## config.mk

```make
export PLATFORM = sky130hd
export DESIGN_NAME = dff_scoreboard
export DESIGN_NICKNAME = d
export VERILOG_FILES = /design/src/rtl/dff_sb_pkg.sv /design/src/rtl/dff_sb_satcnt.sv /design/src/rtl/dff_scoreboard.sv
export SDC_FILE = /design/constraint.sdc
export NUM_CORES = 1
export LEC_CHECK = 0
export ABC_CLOCK_PERIOD_IN_PS = 3300
export CORE_MARGIN = 3
export CORE_UTILIZATION = 33
export CTS_CLUSTER_DIAMETER = 200
export CTS_CLUSTER_SIZE = 16
export DETAILED_ROUTE_END_ITERATION = 10
export PLACE_DENSITY = 0.6
export SLEW_MARGIN = 5
export SYNTH_ARGS = -nofsm -noshare
export SYNTH_HDL_FRONTEND = slang
export SYNTH_SLANG_ARGS = --single-unit
export TNS_END_PERCENT = 10
```

## constraint.sdc

```tcl
create_clock -name Clk -period 3.3 [get_ports Clk]
set_input_delay 0.495 -clock Clk [delete_from_list [all_inputs] [get_ports Clk]]
set_output_delay 0.495 -clock Clk [all_outputs]
set_load 0.05 [all_outputs]
```

## src/rtl/dff_sb_pkg.sv

```systemverilog
// Shared types and default parameters for the D flip-flop scoreboard.
package dff_sb_pkg;

    typedef enum logic [1:0] {
        ST_IDLE  = 2'd0,
        ST_WARM  = 2'd1,
        ST_CHECK = 2'd2,
        ST_FAIL  = 2'd3
    } sb_state_t;

    localparam int DEF_CNT_W     = 16;
    localparam int DEF_WARMUP    = 2;
    localparam int DEF_ERR_LIMIT = 1;

    // Wide enough for the largest warm-up length (255).
    localparam int WARM_W = 8;

endpackage

```

## src/rtl/dff_sb_satcnt.sv

```systemverilog
// Saturating up-counter: sync clear has priority, then increment until all-ones.
module dff_sb_satcnt #(
    parameter int W = 16
) (
    input  logic         clk,
    input  logic         clr,
    input  logic         inc,
    output logic [W-1:0] q
);

    always_ff @(posedge clk) begin
        if (clr) begin
            q <= '0;
        end else if (inc && (q != '1)) begin
            q <= q + W'(1);
        end
    end

endmodule

```

## src/rtl/dff_scoreboard.sv

```systemverilog
// Scoreboard for the gate-level D flip-flop benches: golden register, FSM, compare.
// Optional build macro DFF_SB_QB_CHECK_EN adds the Qb == ~Q complement check.
//
// state | meaning
// IDLE  | checking disabled, counters hold
// WARM  | enabled, settling before comparisons start
// CHECK | comparing Q against the golden register every edge
// FAIL  | error limit reached, frozen until Rst
module dff_scoreboard
    import dff_sb_pkg::*;
#(
    parameter int CNT_W     = DEF_CNT_W,
    parameter int WARMUP    = DEF_WARMUP,
    parameter int ERR_LIMIT = DEF_ERR_LIMIT
) (
    input  logic             Clk,
    input  logic             Rst,
    input  logic             en,
    input  logic             dut_d,
    input  logic             dut_q,
    input  logic             dut_qb,
    output logic [CNT_W-1:0] chk_cnt,
    output logic [CNT_W-1:0] err_cnt,
    output logic             mismatch,
    output logic             fail,
    output logic             active
);

    sb_state_t         state, state_nx;
    logic [WARM_W-1:0] warm_cnt, warm_nx;
    logic              exp_q;
    logic              bad;
    logic              do_chk;
    logic              hit_limit;

`ifdef DFF_SB_QB_CHECK_EN
    always_comb begin
        // Q and Qb faults on the same edge still count as one mismatch.
        bad = (dut_q !== exp_q) || (dut_qb !== ~dut_q);
    end
`else
    logic unused_qb;
    assign unused_qb = dut_qb;

    always_comb begin
        bad = (dut_q !== exp_q);
    end
`endif

    assign do_chk    = (state == ST_CHECK);
    assign hit_limit = do_chk && bad && (err_cnt == CNT_W'(ERR_LIMIT - 1));

    always_comb begin
        state_nx = state;
        warm_nx  = warm_cnt;
        case (state)
            ST_IDLE: begin
                if (en) begin
                    warm_nx  = '0;
                    // The enabling edge is the first warm-up edge.
                    state_nx = (WARMUP <= 1) ? ST_CHECK : ST_WARM;
                end
            end
            ST_WARM: begin
                if (!en) begin
                    state_nx = ST_IDLE;
                end else begin
                    warm_nx = warm_cnt + WARM_W'(1);
                    if (warm_nx == WARM_W'(WARMUP - 1)) begin
                        state_nx = ST_CHECK;
                    end
                end
            end
            ST_CHECK: begin
                if (hit_limit) begin
                    state_nx = ST_FAIL;
                end else if (!en) begin
                    state_nx = ST_IDLE;
                end
            end
            ST_FAIL: begin
                state_nx = ST_FAIL;
            end
            default: begin
                state_nx = ST_IDLE;
            end
        endcase
    end

    always_ff @(posedge Clk) begin
        if (Rst) begin
            state    <= ST_IDLE;
            warm_cnt <= '0;
            exp_q    <= 1'b0;
            mismatch <= 1'b0;
        end else begin
            state    <= state_nx;
            warm_cnt <= warm_nx;
            mismatch <= do_chk && bad;
            if (en) begin
                exp_q <= dut_d;
            end
        end
    end

    assign fail   = (state == ST_FAIL);
    assign active = (state == ST_CHECK);

    dff_sb_satcnt #(.W(CNT_W)) u_chk_cnt (
        .clk (Clk),
        .clr (Rst),
        .inc (do_chk),
        .q   (chk_cnt)
    );

    dff_sb_satcnt #(.W(CNT_W)) u_err_cnt (
        .clk (Clk),
        .clr (Rst),
        .inc (do_chk && bad),
        .q   (err_cnt)
    );

endmodule
```

==> reports/qor.csv <==
metric,value,unit
status,"complete, no violations",
I/O Buffers,39,
hold buffers post-CTS,0,
Synth cell types,52,
final wirelength,5270,um
Routed Antenna Nets,0,
dpl cells,392,
max-capacitance violation count,0,
Final WS setup,846,ps
crit-path max FO,11,
area grow syn2layout,23.2,%
Ports,41,
CTS Buf Count,5,
ys flop type,dfxtp_1,
Clock Path Buffers,2,
Critical Path AT,1960,ps
Die ar.,8010,um^2
syn nets,284,
initial drt markers,69,
initial antenna violation count,0,
FILL cells,648,
Worst-Margin Slew,524,ps
"commonest non-fill, non-tap cells in the layout","44 x dfxtp_1, 39 x clkdlybuf4s50_1, 33 x nor2_1, 26 x nand2_1, 13 x xnor2_1",
Post-Syn Area,2300,um^2
Max Clock Skew,4.31,ps
fin. max-slew vios,0,
Register Area,881,um^2
"Largest stage delay, worst path",820,ps
Synth Area per Inst,8.43,um^2
achievable clock frequency,407,MHz
path type of the worst min-delay path,register to register,
PD cells,332,nW/um^2
GRT Total Usage,14.1,%
Vias per Instance,5.10,
area of the multi-input gates,1320,um^2
Core Area,6570,um^2
drt first pass iters,4,
startpoint types,register,
DPL Wire Length,3710,um
sequential fraction of the synthesis area,38.3,%
Post-synth EDFFs,0,
Clock Latency Late Sink,300,ps
layout cells sized above 1,6.84,%
RSZ-0062 raised after global routing,false,
final cell count without fillers,400,
family with the most delay on the worst path,buffers and inverters,
leakage,0.961,nW
CTS root buf,clkbuf_8,
"commonest non-fill, non-tap cell in the layout",dfxtp_1,
vias,2040,
Critical Path RT,2800,ps
row cnt,29,
Die Span X,89.5,um
post_cts resized,0,
Worst VDD drop,175,uV
die height,89.5,um
DR WL/cell,13.2,um
min cycle time layout,2450,ps
Synth async-reset ratio,0,%
crit-path cells,nand2b_2 > inv_2 > clkdlybuf4s50_1,
Final GP Congestion,0.794,
synth warn,0,
CP Buf/Inv Count,2,
Final Hold Viols,0,
largest net degree at the start of global routing,44,
"Slowest-stage cell, CP",clkdlybuf4s50_1,
#FFs+latches synth,44,
Reg2Reg Setup Slack,1200,ps
fin nets,317,
first-pass GRT wire length,8850,um
setup TNS,0,ps
Final Util,43.2,%
Slew headroom,64.8,%
final worst path period share,74.4,%
clock tree sinks,44,
DP Worst Slack,967,ps
critical path endpoint category,output port,
GR Overflow Total,0,
Starting Density,35.0,%
hold slack,491,ps
number of global-route vias before repair,1891,
final setup violation count,0,
H-tree depth,2,
setup bufs post-CTS,0,
Worst-path clk slew,80,ps
CTS tree,yes,
Synth Instances,273,
Crit Path Category,register to output port,
DR DRC count,0,
n_diodes,0,
cells by family after synthesis:
| logic type | Yosys count | synth area share (%) |
|---|---|---|
| adder cells (fa/ha/maj) | 5 | 2.72 |
| AND/OR/NAND/NOR | 127 | 28.4 |
| XOR/XNOR | 25 | 9.52 |
| buffers and inverters | 22 | 4.46 |
| multiplexers | 9 | 4.08 |
| AO/OA/AOI/OAI | 41 | 12.5 |
| flip-flops | 44 | 38.3 |
sequential cells by signal (all words and copies together), names as in the netlist:
signal	flops
mismatch	1
u_err_cnt.q	16
warm_cnt	8
state	2
exp_q	1
u_chk_cnt.q	16
metrics by stage:
step | instance area (um^2) | power, mW
3_3_place_gp | 2740 | 0.601
3_5_place_dp | 2740 | 0.601
4_1_cts | 2840 | 0.957
6_report | 2840 | 0.942
2_1_floorplan | 2300 | 0.585
5_1_grt | 2840 | 0.982
worst register-to-register path, stage by stage, from the launching register on:
cell       delay (ps)
dfxtp_1           400
ha_1              210
nand2_1           120
or4_1             740
o2111ai_1         300
xor2_1            170
nor2_1             50
report_power, final:
| part | internal (mW) | switching, mW | leakage [nW] |
|---|---|---|---|
| combinational | 0.0164 | 0.0312 | 0.555 |
| clock | 0.167 | 0.187 | 0.0510 |
| sequential | 0.534 | 0.00606 | 0.355 |
| total | 0.718 | 0.224 | 0.961 |
cell usage after synthesis (all sizes together), types with 2 or more instances:
cell	number	share of area, %
o211ai	5	2.2
ha	5	2.7
clkbuf	12	2.4
nand2b	3	0.92
o21ai	9	2.1
or3	5	1.4
nor2b	3	0.92
xor2	12	4.6
nor3	5	1.1
nand3	10	2.2
mux2	3	1.5
nor2	34	5.7
and4	5	1.9
nand4	10	2.7
xnor2	13	4.9
a22oi	3	0.98
or4	2	0.65
and2	5	1.4
nand2	26	4.2
and3	7	2.0
a211oi	2	0.65
dfxtp	44	38
buf	2	0.71
a21oi	10	2.2
nor4	10	2.7
mux2i	6	2.6
a31oi	3	0.82
inv	8	1.3
layout make-up:
type                            count  share of cell area, %
Sequential cell                    44                   31.1
Inverter                            8                   1.06
Timing Repair Buffer               40                   14.0
Clock buffer                        6                   2.91
Clock inverter                      2                  0.353
Multi-Input combinational cell    207                   46.5
Tap cell                           93                   4.10
layer usage:
metal / part of all wire, % / up-vias / wire length [um] / global-route usage, %
li1: - / 1034 / - / -
met1: 51 / 957 / 2670 / 18.9
met2: 44 / 41 / 2320 / 21.8
met3: 4.1 / 8 / 214 / 3.41
met4: 1.2 / 0 / 65 / 5.41
met5: 0 / - / 0 / 0
final timing paths:
check	cells after the start	end	startpoint
hold / removal	2	warm_cnt[1]	warm_cnt[1]
setup / recovery	3	active	state[0]
setup reg to reg	6	u_err_cnt.q[4]	u_err_cnt.q[1]
hold reg to reg	2	warm_cnt[1]	warm_cnt[1]
Note: power is estimated with default switching activity, not from simulation.
